**src/rtl/vehicle_pkg.sv**
```systemverilog
// Shared definitions for the vehicle dynamics block: gear codes, cruise states,
// gear-stage thresholds and the piecewise rpm curve.
package vehicle_pkg;

  localparam logic [3:0] GEAR_P = 4'd3;
  localparam logic [3:0] GEAR_R = 4'd6;
  localparam logic [3:0] GEAR_N = 4'd9;
  localparam logic [3:0] GEAR_D = 4'd12;

  typedef enum logic [1:0] {
    CC_OFF     = 2'd0,
    CC_ACTIVE  = 2'd1,
    CC_STANDBY = 2'd2
  } cc_state_t;

  // Speed at which stages 2..6 begin; below the first threshold is stage 1.
  localparam int STAGE_THR [5] = '{30, 60, 90, 130, 180};

  // rpm = base + (speed - offset) * slope, indexed by stage-1.
  localparam int RPM_BASE  [6] = '{800, 1500, 1500, 1600, 1700, 1800};
  localparam int RPM_OFS   [6] = '{0, 30, 60, 90, 130, 180};
  localparam int RPM_SLOPE [6] = '{90, 70, 50, 40, 30, 20};

  localparam int IDLE_SLOPE  = 20;
  localparam int RPM_HOT     = 3000;
  localparam int RPM_CONSUME = 1000;

  function automatic logic [2:0] stage_of(input int s);
    logic [2:0] st;
    st = 3'd1;
    for (int i = 0; i < 5; i++) begin
      if (s >= STAGE_THR[i]) st = 3'(i + 2);
    end
    return st;
  endfunction

  function automatic int rpm_of(input logic [2:0] st, input int s);
    int idx;
    idx = (st == 3'd0) ? 0 : int'(st) - 1;
    return RPM_BASE[idx] + (s - RPM_OFS[idx]) * RPM_SLOPE[idx];
  endfunction

endpackage

```
**src/rtl/cruise_ctrl_fsm.sv**
```systemverilog
// Cruise-control state machine: OFF / ACTIVE / STANDBY with a stored target speed.
// Engine-off and leaving D dominate; brakes and cancel only suspend.
module cruise_ctrl_fsm
  import vehicle_pkg::*;
#(
  parameter int SPEED_W = 8,
  parameter int CC_MIN  = 30
) (
  input  logic               clk,
  input  logic               rst,
  input  logic               engine_on,
  input  logic [3:0]         gear,
  input  logic               brake_normal,
  input  logic               brake_hard,
  input  logic               cc_set,
  input  logic               cc_cancel,
  input  logic               cc_resume,
  input  logic [SPEED_W-1:0] speed,
  output logic [1:0]         cc_state,
  output logic [SPEED_W-1:0] cc_target,
  output logic               cruise_engaged
);

  cc_state_t          state_reg, state_next;
  logic [SPEED_W-1:0] target_reg, target_next;
  logic               brake;
  logic               can_engage;

  assign brake      = brake_normal | brake_hard;
  assign can_engage = (speed >= SPEED_W'(CC_MIN)) && !brake;

  always_ff @(posedge clk) begin
    if (rst) begin
      state_reg  <= CC_OFF;
      target_reg <= '0;
    end else begin
      state_reg  <= state_next;
      target_reg <= target_next;
    end
  end

  always_comb begin
    state_next  = state_reg;
    target_next = target_reg;
    if (!engine_on || gear != GEAR_D) begin
      state_next  = CC_OFF;
      target_next = '0;
    end else if (brake) begin
      if (state_reg == CC_ACTIVE) state_next = CC_STANDBY;
    end else if (cc_cancel) begin
      if (state_reg == CC_ACTIVE) state_next = CC_STANDBY;
    end else if (cc_set) begin
      if (can_engage) begin
        state_next  = CC_ACTIVE;
        target_next = speed;
      end
    end else if (cc_resume) begin
      if (state_reg == CC_STANDBY && can_engage) state_next = CC_ACTIVE;
    end
  end

  assign cc_state       = state_reg;
  assign cc_target      = target_reg;
  assign cruise_engaged = (state_reg == CC_ACTIVE);

endmodule

```
**src/rtl/vehicle_dynamics_cc.sv**
```systemverilog
// Vehicle physics: speed, registered rpm, gear stage, fuel, temperature, odometer,
// emergency-stop lamp hold and cruise control.
module vehicle_dynamics_cc
  import vehicle_pkg::*;
#(
  parameter int SPEED_W     = 8,
  parameter int MAX_SPEED   = 250,
  parameter int REV_MAX     = 50,
  parameter int DEAD_ZONE   = 10,
  parameter int BRAKE_N     = 3,
  parameter int BRAKE_H     = 8,
  parameter int ESS_SPEED   = 50,
  parameter int ESS_HOLD    = 3,
  parameter int CC_MIN      = 30,
  parameter int FUEL_MAX    = 100,
  parameter int FUEL_PERIOD = 3,
  parameter int LOW_FUEL    = 10,
  parameter int TEMP_MIN    = 40,
  parameter int TEMP_MAX    = 200,
  parameter int IDLE_RPM    = 800,
  parameter int RPM_MAX     = 8000,
  parameter int ODO_W       = 32
) (
  input  logic               clk,
  input  logic               rst,
  input  logic               engine_on,
  input  logic               tick_1sec,
  input  logic               tick_speed,
  input  logic [3:0]         current_gear,
  input  logic [7:0]         adc_accel,
  input  logic               is_brake_normal,
  input  logic               is_brake_hard,
  input  logic               cc_set,
  input  logic               cc_cancel,
  input  logic               cc_resume,
  output logic [SPEED_W-1:0] speed,
  output logic [13:0]        rpm,
  output logic [2:0]         gear_stage,
  output logic [7:0]         fuel,
  output logic               low_fuel,
  output logic [7:0]         temp,
  output logic [ODO_W-1:0]   odometer_raw,
  output logic               ess_active,
  output logic [1:0]         cc_state,
  output logic [SPEED_W-1:0] cc_target
);

  localparam int CW      = (SPEED_W + 1 > 8) ? SPEED_W + 1 : 8;
  localparam int ESS_CW  = $clog2(ESS_HOLD + 1);
  localparam int FUEL_CW = $clog2(FUEL_PERIOD + 1);

  logic [SPEED_W-1:0] speed_reg, speed_next;
  logic [13:0]        rpm_reg, rpm_next;
  logic [2:0]         stage_reg, stage_next, stage_now;
  logic [7:0]         fuel_reg, temp_reg;
  logic               low_fuel_reg, ess_reg;
  logic [ODO_W-1:0]   odo_reg;
  logic [ESS_CW-1:0]  ess_cnt_reg;
  logic [FUEL_CW-1:0] fuel_cnt_reg;

  logic               is_d, is_r, cruise_engaged, ess_trig, consuming;
  logic [7:0]         eff, power;
  logic [SPEED_W:0]   resistance;
  logic [CW-1:0]      power_x, resist_x;
  logic [SPEED_W-1:0] speed_cap;
  logic [8:0]         temp_up;
  int                 rpm_calc;

  assign is_d       = (current_gear == GEAR_D);
  assign is_r       = (current_gear == GEAR_R);
  assign eff        = (adc_accel > 8'(DEAD_ZONE)) ? adc_accel : 8'd0;
  assign power      = (fuel_reg == 8'd0) ? 8'd0 : is_d ? eff : is_r ? (eff >> 1) : 8'd0;
  assign resistance = ({1'b0, speed_reg} >> 2) + (SPEED_W+1)'(2);
  assign power_x    = CW'(power);
  assign resist_x   = CW'(resistance);
  assign speed_cap  = is_r ? SPEED_W'(REV_MAX) : SPEED_W'(MAX_SPEED);
  assign ess_trig   = tick_speed && is_brake_hard && (speed_reg > SPEED_W'(ESS_SPEED));
  assign consuming  = (speed_reg != '0) || (rpm_reg > 14'(RPM_CONSUME));
  assign temp_up    = {1'b0, temp_reg} + 9'd2;

  cruise_ctrl_fsm #(
    .SPEED_W (SPEED_W),
    .CC_MIN  (CC_MIN)
  ) u_cruise (
    .clk            (clk),
    .rst            (rst),
    .engine_on      (engine_on),
    .gear           (current_gear),
    .brake_normal   (is_brake_normal),
    .brake_hard     (is_brake_hard),
    .cc_set         (cc_set),
    .cc_cancel      (cc_cancel),
    .cc_resume      (cc_resume),
    .speed          (speed_reg),
    .cc_state       (cc_state),
    .cc_target      (cc_target),
    .cruise_engaged (cruise_engaged)
  );

  // Brakes dominate; cruise only steers when the pedal is not already winning.
  always_comb begin
    speed_next = speed_reg;
    if (tick_speed) begin
      if (is_brake_hard) begin
        speed_next = (speed_reg > SPEED_W'(BRAKE_H)) ? speed_reg - SPEED_W'(BRAKE_H) : '0;
      end else if (is_brake_normal) begin
        speed_next = (speed_reg > SPEED_W'(BRAKE_N)) ? speed_reg - SPEED_W'(BRAKE_N) : '0;
      end else if (cruise_engaged && power_x <= resist_x) begin
        if (speed_reg < cc_target)      speed_next = speed_reg + 1'b1;
        else if (speed_reg > cc_target) speed_next = speed_reg - 1'b1;
      end else if (power_x > resist_x) begin
        if (speed_reg < speed_cap) speed_next = speed_reg + 1'b1;
      end else if (power_x < resist_x) begin
        if (speed_reg != '0) speed_next = speed_reg - 1'b1;
      end
    end
  end

  always_comb begin
    stage_now  = stage_of(int'(speed_reg));
    stage_next = 3'd0;
    rpm_calc   = IDLE_RPM + int'(eff) * IDLE_SLOPE;
    if (is_d || is_r) begin
      stage_next = stage_now;
      rpm_calc   = rpm_of(stage_now, int'(speed_reg));
    end
    rpm_next = (rpm_calc > RPM_MAX) ? 14'(RPM_MAX) : 14'(rpm_calc);
  end

  always_ff @(posedge clk) begin
    if (rst) begin
      speed_reg    <= '0;
      rpm_reg      <= '0;
      stage_reg    <= '0;
      fuel_reg     <= 8'(FUEL_MAX);
      low_fuel_reg <= 1'b0;
      temp_reg     <= 8'(TEMP_MIN);
      odo_reg      <= '0;
      ess_reg      <= 1'b0;
      ess_cnt_reg  <= '0;
      fuel_cnt_reg <= '0;
    end else begin
      low_fuel_reg <= (fuel_reg <= 8'(LOW_FUEL));
      if (!engine_on) begin
        speed_reg   <= '0;
        rpm_reg     <= '0;
        stage_reg   <= '0;
        ess_reg     <= 1'b0;
        ess_cnt_reg <= '0;
      end else begin
        speed_reg <= speed_next;
        rpm_reg   <= rpm_next;
        stage_reg <= stage_next;
        if (ess_trig) begin
          ess_reg     <= 1'b1;
          ess_cnt_reg <= ESS_CW'(ESS_HOLD);
        end else if (tick_1sec && ess_cnt_reg != '0) begin
          ess_cnt_reg <= ess_cnt_reg - 1'b1;
          ess_reg     <= (ess_cnt_reg != ESS_CW'(1));
        end
        if (tick_1sec) begin
          odo_reg <= odo_reg + ODO_W'(speed_reg);
          if (consuming) begin
            if (fuel_cnt_reg == FUEL_CW'(FUEL_PERIOD - 1)) begin
              fuel_cnt_reg <= '0;
              fuel_reg     <= (fuel_reg != 8'd0) ? fuel_reg - 8'd1 : 8'd0;
            end else begin
              fuel_cnt_reg <= fuel_cnt_reg + 1'b1;
            end
          end
          if (rpm_reg > 14'(RPM_HOT))
            temp_reg <= (temp_up > 9'(TEMP_MAX)) ? 8'(TEMP_MAX) : temp_up[7:0];
          else
            temp_reg <= (temp_reg > 8'(TEMP_MIN)) ? temp_reg - 8'd1 : 8'(TEMP_MIN);
        end
      end
    end
  end

  assign speed        = speed_reg;
  assign rpm          = rpm_reg;
  assign gear_stage   = stage_reg;
  assign fuel         = fuel_reg;
  assign low_fuel     = low_fuel_reg;
  assign temp         = temp_reg;
  assign odometer_raw = odo_reg;
  assign ess_active   = ess_reg;

endmodule

```
**config.mk**
```make
export PLATFORM = sky130hd
export DESIGN_NAME = vehicle_dynamics_cc
export DESIGN_NICKNAME = d
export VERILOG_FILES = /design/src/rtl/vehicle_pkg.sv /design/src/rtl/cruise_ctrl_fsm.sv /design/src/rtl/vehicle_dynamics_cc.sv
export SDC_FILE = /design/constraint.sdc
export NUM_CORES = 1
export LEC_CHECK = 0
export CORE_AREA = 4 4 172 174
export CTS_CLUSTER_SIZE = 20
export DETAILED_ROUTE_END_ITERATION = 8
export DIE_AREA = 0 0 176 178
export SLEW_MARGIN = 20
export SYNTH_ARGS = -nofsm -noshare
export SYNTH_HDL_FRONTEND = slang
export SYNTH_SLANG_ARGS = --single-unit
```
**constraint.sdc**
```tcl
create_clock -name clk -period 12.4 [get_ports clk]
set_clock_uncertainty 0.15 [all_clocks]
set_input_delay 1.24 -clock clk [delete_from_list [all_inputs] [get_ports clk]]
set_output_delay 1.24 -clock clk [all_outputs]
set_load 0.01 [all_outputs]
```
==> flow_metrics.env, run 1 <==
export IMPL_grt_max_degree=50
export IMPL_drive_gt1_share_pct=4.382
export IMPL_wl_per_cell_um=16.09
export IMPL_multiInputGateArea_um2=9512
export IMPL_cts_setup_buffers=0
export IMPL_core_rowCount=61
export IMPL_die_area_um2=31330
export IMPL_setup_worst_path_start="speed[1]"
export IMPL_status="finished, final reports clean"
export IMPL_clkSinkCount=88
export IMPL_hold_depth=2
export IMPL_fin_crit_sh_pct=87.42
export IMPL_coreArea_um2=27780
export IMPL_worstHoldStart="odometer_raw[5]"
export IMPL_synth_async_reset_ratio_pct=0
export IMPL_end_kind="flop"
export IMPL_yosysUniqueCellTypes=96
export IMPL_start_util_pct=44.79
export IMPL_numPortBuffers=105
export IMPL_r2r_end="rpm[1]"
export IMPL_antenna_found_initial=0
export IMPL_cp_common_cell="fa_1"
export IMPL_hp_class="reg -> reg"
export IMPL_critical_path_max_stage_delay_ns=0.57
export IMPL_seqCellArea_um2=1762
export IMPL_gp_congestion=0.8787
export IMPL_netlist_top_cells_count="inv_1 (230), ha_1 (205), nor2_1 (181)"
export IMPL_arrival_ns=10.96
export IMPL_ys_warn_count=0
export IMPL_grt_usage_pct=20.63
export IMPL_root_buffer="clkbuf_16"
export IMPL_ys_ff_latch=88
export IMPL_syn_avg_cell_area_um2=7.936
export IMPL_reg2reg_slack_ns=1.56
export IMPL_synth_compound_area_share_pct=16.34
export IMPL_nets=1948
export IMPL_whs_endpoint="odometer_raw[5]"
export IMPL_final_setup_tns_ns=0
export IMPL_first_global_vias=10580
export IMPL_die_w_um=176
export IMPL_fp_dieH_um=178
export IMPL_drcViolationCount=0
export IMPL_worstSkewPairLatency_ns=0.36
export IMPL_routed_via_density=5.465
export IMPL_htree_num_levels=3
export IMPL_clockBufferDepth=2
export IMPL_cts_tree="done"
export IMPL_largest_register_ff_count=32
export IMPL_period_needed_ns=10.84
export IMPL_crit_path_start_kind="flop"
export IMPL_numCtsBuffers=9
export IMPL_crit_required_ns=12.52
export IMPL_cp_max_fo=10
export IMPL_worstRegToRegCells=39
export IMPL_worst_slew_pin_slew_ns=0.9740
export IMPL_fmax_ghz=0.09225
export IMPL_clkTransAtPathRegs_ns=0.07
export IMPL_synth_xor_area_share_pct=4.434
export IMPL_drt_initial_drc_count=765
export IMPL_design_area_um2=14040
export IMPL_r2r_start="speed[1]"
export IMPL_ant_nets=0
export IMPL_vias=11040
export IMPL_drv_cap=0
export IMPL_cts_resized=0
export IMPL_synthSimpleGateAreaFrac_pct=19.71
export IMPL_final_setup_viol_count=0
export IMPL_hold_viol_final=0
export IMPL_hold_buffers=0
export IMPL_dp_final_hpwl_um=26520
export IMPL_antenna_cells=0
export IMPL_pin_count=107
export IMPL_crit_type="reg -> reg"
export IMPL_netlist_area_um2=12440
export IMPL_rsz0062_at_grt="no"
export IMPL_fill_cells=2771
export IMPL_yosysTopAreaCell="ha_1"
export IMPL_firstDrtPassIters=5
export IMPL_drv_slew=0
export IMPL_syn_nets=1878
export IMPL_relSlewSlack_pct=34.78
export IMPL_dpl_instance_area_um2=13750
export IMPL_synthAdderAreaFrac_pct=34.21
export IMPL_grt_overflow_total=0
export IMPL_synthFlopType="dfxtp_1"
export IMPL_synth_top_family_by_area="adder cells"
export IMPL_yosys_top_cells_area="ha_1 (21%), dfxtp_1 (14%), fa_1 (13%)"
export IMPL_yosys_area_top_type_share_pct=20.61
export IMPL_muxShareOfSynthArea_pct=1.719
export IMPL_yosysSeqAreaShare_pct=14.16
export IMPL_wl_um=32520
export IMPL_slowest_stage="fa_1"
export IMPL_area_delta_synth_final_pct=12.86
export IMPL_synth_edff_count=0
export IMPL_grt_first_pass_wirelength_um=53320
export IMPL_timing_hold_ws_ns=0.3277
export IMPL_syn_instance_count=1568
export IMPL_yosysMostFrequentCell="inv_1"
==> area by class of cell <==
class / instances / share of cell area, %
sequential: 88 / 12.54
tap: 378 / 3.368
clock inverter: 7 / 0.5167
multi-input combinational: 1191 / 67.73
clock buffer: 9 / 1.604
timing repair buffer: 116 / 8.036
inverter: 232 / 6.201
==> metal layers <==
layer | up-vias | global-route usage (%) | share of wire [%]
li1 | 5455 | - | -
met1 | 5237 | 28.60 | 46
met2 | 315 | 34.35 | 47
met3 | 37 | 2.671 | 5.0
met4 | 0 | 5.068 | 1.8
met5 | - | 0 | 0
==> placed cells by master (no fill, tap or decap), types with 8 or more instances in the layout <==
cell,n
nor3b_1,8
clkdlybuf4s50_1,104
a22oi_1,10
a21oi_1,87
o211ai_1,13
nor2b_1,11
inv_1,230
nand3_1,56
and2_1,11
nand2_1,100
a21o_1,15
mux2i_1,18
o21a_1,16
nand2b_1,22
o21ai_0,59
xor2_1,30
fa_1,83
nor2_1,181
a211oi_1,15
and3_1,25
buf_4,11
xnor2_1,33
clkbuf_16,9
nand4_1,16
dfxtp_1,88
ha_1,205
a31oi_1,11
or3_1,12
nor3_1,33
==> cell families after synthesis <==
| kind of cell | after synthesis |
|---|---|
| compound gates | 305 |
| xor+xnor | 63 |
| simple gates | 510 |
| flops | 88 |
| mux | 21 |
| other cells | 1 |
| buf+inv | 289 |
| fa+ha+maj | 291 |
==> worst max path at each step <==
stage                        end  depth (start not counted)  slack (ns)
final                     rpm[1]                         39        1.56
after global routing      rpm[1]                         39        0.86
after CTS                 rpm[1]                         37        1.63
after detailed placement  rpm[1]                         38        1.70
after global placement    rpm[7]                         41        1.74
after floorplan           rpm[1]                         38        2.13
==> through the flow <==
stage,setup slack (ns),instances,util (%)
after global routing,0.8577,2021,50.55
after detailed placement,1.703,2005,49.48
after global placement,1.741,2005,49.48
final,1.560,2021,50.55
after CTS,1.629,2021,50.55
after floorplan,2.134,1568,-
==> critical path: cells and delay by family, from the launching register on <==
kind / cells / cell delay [ns]
flops: 1 / 0.38
mux: 1 / 0.18
fa+ha+maj: 14 / 5.59
buf+inv: 8 / 0.91
simple gates: 7 / 1.57
compound gates: 9 / 1.94
Power of run 1 is not shown: default switching activity piles up to over one toggle a cycle in this logic, so the estimate is an artifact.
==> run 2, diff against run 1 <==
- HOLD_SLACK_MARGIN: unset -> 0.08
- SLEW_MARGIN: 20 -> unset
- TNS_END_PERCENT: unset -> 100
==> results of run 2 <==
No change in the layout: final DEF, timing and power equal those of run 1.
Power of run 2 is left out for the same reason.
